[config.mk]
export PLATFORM = sky130hd
export DESIGN_NAME = alu_exec_unit_flat
export DESIGN_NICKNAME = d
export VERILOG_FILES = /design/src/rtl/alu_pkg.sv /design/src/rtl/alu_exec_unit_if.sv /design/src/rtl/alu_shifter.sv /design/src/rtl/alu_exec_unit.sv /design/src/flat_wrapper.sv
export SDC_FILE = /design/constraint.sdc
export NUM_CORES = 1
export LEC_CHECK = 0
export ABC_AREA = 1
export CAP_MARGIN = 5
export CORE_MARGIN = 2
export CORE_UTILIZATION = 35
export DETAILED_ROUTE_END_ITERATION = 12
export SLEW_MARGIN = 20
export SYNTH_ARGS = -nofsm -noshare
export SYNTH_HDL_FRONTEND = slang
export SYNTH_SLANG_ARGS = --single-unit
[constraint.sdc]
create_clock -name clk -period 6.9 [get_ports clk]
set_input_delay 0.69 -clock clk [delete_from_list [all_inputs] [get_ports clk]]
set_output_delay 0.69 -clock clk [all_outputs]
set_load 0.02 [all_outputs]
[src/rtl/alu_pkg.sv]
// Shared definitions for the ALU execution unit: data width, operation codes,
// FSM state encoding and the first-difference helper.
package alu_pkg;

   localparam int unsigned DATA_W = 32;

   localparam logic [4:0] OP_ADD   = 5'd0;
   localparam logic [4:0] OP_COMP  = 5'd1;
   localparam logic [4:0] OP_AND   = 5'd2;
   localparam logic [4:0] OP_XOR   = 5'd3;
   localparam logic [4:0] OP_SHLL  = 5'd4;
   localparam logic [4:0] OP_SHRL  = 5'd5;
   localparam logic [4:0] OP_SHLLV = 5'd6;
   localparam logic [4:0] OP_SHRLV = 5'd7;
   localparam logic [4:0] OP_SHRA  = 5'd8;
   localparam logic [4:0] OP_SHRAV = 5'd9;
   localparam logic [4:0] OP_B     = 5'd10;
   localparam logic [4:0] OP_BLTZ  = 5'd11;
   localparam logic [4:0] OP_BNZ   = 5'd12;
   localparam logic [4:0] OP_BZ    = 5'd13;
   localparam logic [4:0] OP_BCY   = 5'd14;
   localparam logic [4:0] OP_BNCY  = 5'd15;
   localparam logic [4:0] OP_DIFF  = 5'd16;

   typedef enum logic [1:0] {
      ST_IDLE,
      ST_EXEC,
      ST_SHIFT,
      ST_DONE
   } state_t;

   // Index of the lowest differing bit, or DATA_W when the operands match.
   function automatic logic [DATA_W-1:0] first_diff(input logic [DATA_W-1:0] a,
                                                     input logic [DATA_W-1:0] b);
      logic [DATA_W-1:0] x;
      logic [DATA_W-1:0] r;
      logic              found;
      x     = a ^ b;
      r     = DATA_W;
      found = 1'b0;
      for (int unsigned i = 0; i < DATA_W; i++) begin
         if (x[i] && !found) begin
            r     = i;
            found = 1'b1;
         end
      end
      return r;
   endfunction

endpackage

[src/rtl/alu_exec_unit_if.sv]
// Request/response bundle between a requester and the ALU execution unit.
interface alu_exec_unit_if;

   logic                         start;
   logic [4:0]                   alu_ctrl;
   logic [alu_pkg::DATA_W-1:0]   op_a;
   logic [alu_pkg::DATA_W-1:0]   op_b;
   logic [4:0]                   shamt;
   logic                         busy;
   logic                         done;
   logic [alu_pkg::DATA_W-1:0]   result;
   logic                         carry_flag;
   logic                         zero_flag;
   logic                         sign_flag;
   logic                         branch_taken;
   logic                         illegal;

   modport master (
      output start, alu_ctrl, op_a, op_b, shamt,
      input  busy, done, result, carry_flag, zero_flag, sign_flag, branch_taken, illegal
   );

   modport slave (
      input  start, alu_ctrl, op_a, op_b, shamt,
      output busy, done, result, carry_flag, zero_flag, sign_flag, branch_taken, illegal
   );

endinterface

[src/rtl/alu_shifter.sv]
// Iterative one-bit-per-cycle shifter; done flags the cycle whose shift is the last one.
module alu_shifter
   import alu_pkg::*;
(
   input  logic              clk,
   input  logic              rst,
   input  logic              load,
   input  logic              dir_left,
   input  logic              arith,
   input  logic [4:0]        amount,
   input  logic [DATA_W-1:0] data,
   output logic [DATA_W-1:0] data_next,
   output logic              done
);

   logic [DATA_W-1:0] data_q;
   logic [4:0]        count_q;

   always_comb begin
      if (dir_left) data_next = {data_q[DATA_W-2:0], 1'b0};
      else          data_next = {arith & data_q[DATA_W-1], data_q[DATA_W-1:1]};
   end

   assign done = (count_q == 5'd1);

   always_ff @(posedge clk) begin
      if (rst) begin
         data_q  <= '0;
         count_q <= '0;
      end else if (load) begin
         data_q  <= data;
         count_q <= amount;
      end else if (count_q != '0) begin
         data_q  <= data_next;
         count_q <= count_q - 5'd1;
      end
   end

endmodule

[src/rtl/alu_exec_unit.sv]
// Multi-cycle ALU: latches a request, executes (iterating for shifts) and
// presents result, flags and branch decision with a one-cycle done pulse.
module alu_exec_unit
   import alu_pkg::*;
(
   input  logic            clk,
   input  logic            rst,
   alu_exec_unit_if.slave  bus
);

   state_t            state_q, state_d;
   logic [4:0]        ctrl_q, shamt_q;
   logic [DATA_W-1:0] a_q, b_q;
   logic [DATA_W-1:0] result_q;
   logic              carry_q, zero_q, sign_q, branch_q, illegal_q;

   logic              is_shift, dir_left, arith;
   logic [4:0]        sh_amount;
   logic [DATA_W-1:0] sh_next;
   logic              sh_done;
   logic              accept, capture;

   logic [DATA_W:0]   sum;
   logic [DATA_W-1:0] res_d;
   logic              carry_d, upd_zs, take, bad;

   assign is_shift  = (ctrl_q >= OP_SHLL) && (ctrl_q <= OP_SHRAV);
   assign dir_left  = (ctrl_q == OP_SHLL) || (ctrl_q == OP_SHLLV);
   assign arith     = (ctrl_q == OP_SHRA) || (ctrl_q == OP_SHRAV);
   assign sh_amount = ((ctrl_q == OP_SHLL) || (ctrl_q == OP_SHRL) || (ctrl_q == OP_SHRA))
                      ? shamt_q : b_q[4:0];
   assign accept    = (state_q == ST_IDLE) && bus.start;
   assign capture   = (state_q != ST_DONE) && (state_d == ST_DONE);

   alu_shifter u_shifter (
      .clk       (clk),
      .rst       (rst),
      .load      (state_q == ST_EXEC),
      .dir_left  (dir_left),
      .arith     (arith),
      .amount    (sh_amount),
      .data      (a_q),
      .data_next (sh_next),
      .done      (sh_done)
   );

   always_ff @(posedge clk) begin
      if (rst) state_q <= ST_IDLE;
      else     state_q <= state_d;
   end

   always_comb begin
      state_d = state_q;
      case (state_q)
         ST_IDLE:  if (bus.start) state_d = ST_EXEC;
         ST_EXEC:  state_d = (is_shift && sh_amount != '0) ? ST_SHIFT : ST_DONE;
         ST_SHIFT: if (sh_done) state_d = ST_DONE;
         ST_DONE:  state_d = ST_IDLE;
         default:  state_d = ST_IDLE;
      endcase
   end

   always_comb begin
      bus.busy = (state_q != ST_IDLE);
      bus.done = (state_q == ST_DONE);
   end

   // A zero-amount shift leaves EXEC directly, so its result is simply op_a.
   always_comb begin
      sum     = '0;
      res_d   = '0;
      carry_d = carry_q;
      upd_zs  = 1'b0;
      take    = 1'b0;
      bad     = 1'b0;
      if (state_q == ST_SHIFT) begin
         res_d  = sh_next;
         upd_zs = 1'b1;
      end else begin
         case (ctrl_q)
            OP_ADD: begin
               sum     = {1'b0, a_q} + {1'b0, b_q};
               res_d   = sum[DATA_W-1:0];
               carry_d = sum[DATA_W];
               upd_zs  = 1'b1;
            end
            OP_COMP: begin
               sum     = {1'b0, ~b_q} + {{DATA_W{1'b0}}, 1'b1};
               res_d   = sum[DATA_W-1:0];
               carry_d = sum[DATA_W];
               upd_zs  = 1'b1;
            end
            OP_AND:  begin res_d = a_q & b_q; upd_zs = 1'b1; end
            OP_XOR:  begin res_d = a_q ^ b_q; upd_zs = 1'b1; end
            OP_SHLL, OP_SHRL, OP_SHLLV, OP_SHRLV, OP_SHRA, OP_SHRAV: begin
               res_d  = a_q;
               upd_zs = 1'b1;
            end
            OP_DIFF: begin res_d = first_diff(a_q, b_q); upd_zs = 1'b1; end
            OP_B:    begin res_d = b_q; take = 1'b1; end
            OP_BLTZ: begin res_d = b_q; take = a_q[DATA_W-1]; end
            OP_BNZ:  begin res_d = b_q; take = (a_q != '0); end
            OP_BZ:   begin res_d = b_q; take = (a_q == '0); end
            OP_BCY:  begin res_d = b_q; take = carry_q; end
            OP_BNCY: begin res_d = b_q; take = !carry_q; end
            default: bad = 1'b1;
         endcase
      end
   end

   always_ff @(posedge clk) begin
      if (rst) begin
         ctrl_q    <= '0;
         a_q       <= '0;
         b_q       <= '0;
         shamt_q   <= '0;
         result_q  <= '0;
         carry_q   <= 1'b0;
         zero_q    <= 1'b0;
         sign_q    <= 1'b0;
         branch_q  <= 1'b0;
         illegal_q <= 1'b0;
      end else begin
         branch_q  <= 1'b0;
         illegal_q <= 1'b0;
         if (accept) begin
            ctrl_q  <= bus.alu_ctrl;
            a_q     <= bus.op_a;
            b_q     <= bus.op_b;
            shamt_q <= bus.shamt;
         end
         if (capture) begin
            result_q  <= res_d;
            carry_q   <= carry_d;
            branch_q  <= take;
            illegal_q <= bad;
            if (upd_zs) begin
               zero_q <= (res_d == '0);
               sign_q <= res_d[DATA_W-1];
            end
         end
      end
   end

   assign bus.result       = result_q;
   assign bus.carry_flag   = carry_q;
   assign bus.zero_flag    = zero_q;
   assign bus.sign_flag    = sign_q;
   assign bus.branch_taken = branch_q;
   assign bus.illegal      = illegal_q;

endmodule

[src/flat_wrapper.sv]
// flat-port wrapper written by rule: the top's interface ports become plain ports
module alu_exec_unit_flat import alu_pkg::*;
  (clk, rst, bus_start, bus_alu_ctrl, bus_op_a, bus_op_b, bus_shamt, bus_busy, bus_done, bus_result, bus_carry_flag, bus_zero_flag, bus_sign_flag, bus_branch_taken, bus_illegal);
  alu_exec_unit_if bus_i ();
  input  logic clk;
  input  logic rst;
  input wire logic [$bits(bus_i.start)-1:0] bus_start;
  input wire logic [$bits(bus_i.alu_ctrl)-1:0] bus_alu_ctrl;
  input wire logic [$bits(bus_i.op_a)-1:0] bus_op_a;
  input wire logic [$bits(bus_i.op_b)-1:0] bus_op_b;
  input wire logic [$bits(bus_i.shamt)-1:0] bus_shamt;
  output wire logic [$bits(bus_i.busy)-1:0] bus_busy;
  output wire logic [$bits(bus_i.done)-1:0] bus_done;
  output wire logic [$bits(bus_i.result)-1:0] bus_result;
  output wire logic [$bits(bus_i.carry_flag)-1:0] bus_carry_flag;
  output wire logic [$bits(bus_i.zero_flag)-1:0] bus_zero_flag;
  output wire logic [$bits(bus_i.sign_flag)-1:0] bus_sign_flag;
  output wire logic [$bits(bus_i.branch_taken)-1:0] bus_branch_taken;
  output wire logic [$bits(bus_i.illegal)-1:0] bus_illegal;
  assign bus_i.start = bus_start;
  assign bus_i.alu_ctrl = bus_alu_ctrl;
  assign bus_i.op_a = bus_op_a;
  assign bus_i.op_b = bus_op_b;
  assign bus_i.shamt = bus_shamt;
  assign bus_busy = bus_i.busy;
  assign bus_done = bus_i.done;
  assign bus_result = bus_i.result;
  assign bus_carry_flag = bus_i.carry_flag;
  assign bus_zero_flag = bus_i.zero_flag;
  assign bus_sign_flag = bus_i.sign_flag;
  assign bus_branch_taken = bus_i.branch_taken;
  assign bus_illegal = bus_i.illegal;
  alu_exec_unit u_core (.clk(clk), .rst(rst), .bus(bus_i));
endmodule
==> results.toml <==
[placed_design]
portBuffers = 115
place.gp.congestion = 0.9697
placed_area_um2 = 12030
place_ws_ps = 2768
placed_cells = 2121
hpwl_um = 30660

[logic_synthesis]
yosysSeqAreaShare = 0.2831
syn-mean-instance-area_um2 = 6.285
yosys_warnings = 0
synth_area_um2 = 10610
ys.flop_type = "dfxtp_1"
synth-async-reset-ratio = 0
synth_edf_count = 0
syn-num-nets = 1806
yosys.cell_types.count = 51
synth-seq-cells = 150
netlist_instances = 1688

[floorplanning]
core_um2 = 29720
die_area_um2 = 31720
ios = 116
start_util = 0.3570
die_w_um = 178.1
die_h_um = 178.1
std_cell_rows = 63

[detailed_routing]
drc_errors = 0
drt_iter0_drc = 1106
vias_per_cell = 5.615
wl_per_cell_um = 19.05
via_count = 12089
drtAntennaViolNets = 0
wirelength_um = 41020
dr.pass1.iters = 6

[finish]
drive_gt1_frac = 0.05899
finalNonFillerCells = 2153
stdcell_area_um2 = 12650
area_growth_pct = 19.21
diodes = 0
nets = 1868
final_core_util = 0.4256

[sta]
setup_viol_count_final = 0
setup_ws_ps = 2621
slew_violations = 0
period_share = 0.6201
holdWs_ps = 470.7
setup_tns_ps = 0
hold_viol_final = 0
tightestPinTransition_ps = 1035
fmax_mhz = 233.7
fin_skew_ps = 17.05
fin_crit_ps = 4279
slew_headroom = 0.3075
rsz0062_at_grt = "false"

[setup_path]
cp.arrival_ps = 4660
critPathLaunchType = "register"
rr_worst_depth = 19
rr_startpoint = "u_core.ctrl_q[4]"
crit_path_start = "u_core.ctrl_q[4]"
timing.rr.end = "u_core.bus.zero_flag"
required_ps = 7280
reg2reg_slack_ps = 2620
crit_path_end_kind = "register"
worst-path-max-fanout = 22
critPathKind = "register to register"
crit_path_end = "u_core.bus.zero_flag"

[clock_tree]
post-cts-setup-buffer-count = 0
clk_pin_slew_ps = 70
clk_latency_ps = 460
cts_htree_levels = 4
cts_root_buffer = "clkbuf_16"
clock_path_buffers = 2
cts_tree = "yes"
cts_resized = 0
cts-hold-fix-buffers = 0
cts_inserted_buffers = 17
cts_sinks = 150

[grt]
grt_pass1_wl_um = 63520
gr-total-overflow = 0
grtUsageTotal = 0.2609
grt_max_degree = 81
antenna_found_initial = 0
grt_pass1_vias = 11308

[power_and_ir_drop]
powerDensity_nw_per_um2 = 481.0
peakVddDrop_v = 0.0003259
finalPower_mw = 6.083
leakagePower_nw = 5.138

[flow_run]
cap_viol_max_count = 0

[worst_hold_path]
min_path_cells = 2
hp-class = "register to register"

[status]
run_status = "complete, no violations"
cell usage in the layout (no fill, tap or decap), types with 16 or more instances in the layout:
cell             count
nor4_1              17
nor3_1              16
nand4_1             40
clkbuf_16           17
clkdlybuf4s50_1    115
ha_1                40
a21oi_1            155
o211ai_1            17
a31oi_1             29
dfxtp_1            150
or2_2               19
inv_1              168
o21ai_0            237
nand2_1            293
nor2_1             202
a221oi_1            16
nand3_1             78
cell type report:
| type | instances | area [um2] |
|---|---|---|
| Multi-Input combinational cell | 1271 | 6605 |
| Tap cell | 390 | 488.0 |
| Clock buffer | 18 | 429.2 |
| Sequential cell | 150 | 3003 |
| Fill cell | 3148 | 17070 |
| Clock inverter | 14 | 188.9 |
| Inverter | 182 | 684.4 |
| Timing Repair Buffer | 128 | 1249 |
worst max-delay path: stages (launching register included):
cell and delay, ps:
dfxtp_1 490, inv_2 170, nand2_1 140, a21oi_2 60
buf_4 270, inv_1 550, nor2_1 70, a2111oi_0 760
nand2_1 220, nand2_1 130, nand2_1 90, nor3_2 210
nand4_1 140, nor2_1 120, nand4_1 130, nor2_1 130
nand3_1 70, nor2_1 200, nand3_1 100, a21oi_1 120
power breakdown:
part | switching [mW] | leakage (nW) | internal, mW
logic | 2.43 | 3.60 | 1.13
registers | 0.331 | 1.24 | 1.18
clock network | 0.436 | 0.296 | 0.581
total | 3.20 | 5.14 | 2.89
worst min path at each step:
stage	start	end	slack, ps
finish	u_core.shamt_q[0]	u_core.shamt_q[0]	470
global route	u_core.bus.sign_flag	u_core.bus.sign_flag	500
CTS	u_core.shamt_q[0]	u_core.shamt_q[0]	470
detailed placement	u_core.shamt_q[0]	u_core.shamt_q[0]	460
global placement	u_core.shamt_q[0]	u_core.shamt_q[0]	450
floorplan	u_core.shamt_q[0]	u_core.shamt_q[0]	430
cells by family after synthesis:
| kind of cell | synth area share |
|---|---|
| adder cells (fa/ha/maj) | 0.04906 |
| multiplexers | 0.001887 |
| flip-flops | 0.2831 |
| AND/OR/NAND/NOR | 0.2879 |
| buffers and inverters | 0.09636 |
| AO/OA/AOI/OAI | 0.2801 |
| XOR/XNOR | 0.001651 |
registers in the layout (all words and copies together) (netlist names):
name	count
u_core.a_q	32
u_core.b_q	32
u_core.bus.result	32
u_core.u_shifter.data_q	32
u_core.ctrl_q	5
u_core.shamt_q	5
u_core.u_shifter.count_q	5
u_core.state_q	2
u_core.bus.branch_taken	1
u_core.bus.carry_flag	1
u_core.bus.illegal	1
u_core.bus.sign_flag	1
u_core.bus.zero_flag	1
metal layers:
layer  part of all wire  wire, um  track usage
met5                  0         0            0
met4              0.040      1650       0.1212
met3              0.050      2066      0.03240
met2               0.46     19030       0.4273
met1               0.45     18260       0.3410
synthesized netlist by cell type (11+ instances only):
master    number  share of area
a21oi_1      156          0.074
a221oi_1      16          0.013
a31oi_1       29          0.017
clkbuf_1      77          0.027
dfxtp_1      150           0.28
ha_1          40          0.047
inv_1        169          0.060
nand2_1      294           0.10
nand3_1       78          0.037
nand4_1       40          0.024
nor2_1       204          0.072
nor2_2        11         0.0065
nor3_1        17         0.0080
nor4_1        17          0.010
o211ai_1      17          0.012
o21ai_0      237           0.11
o21bai_1      11         0.0078
o22ai_1       13         0.0077
or2_2         19          0.011
(Power assumes the default switching activity.)
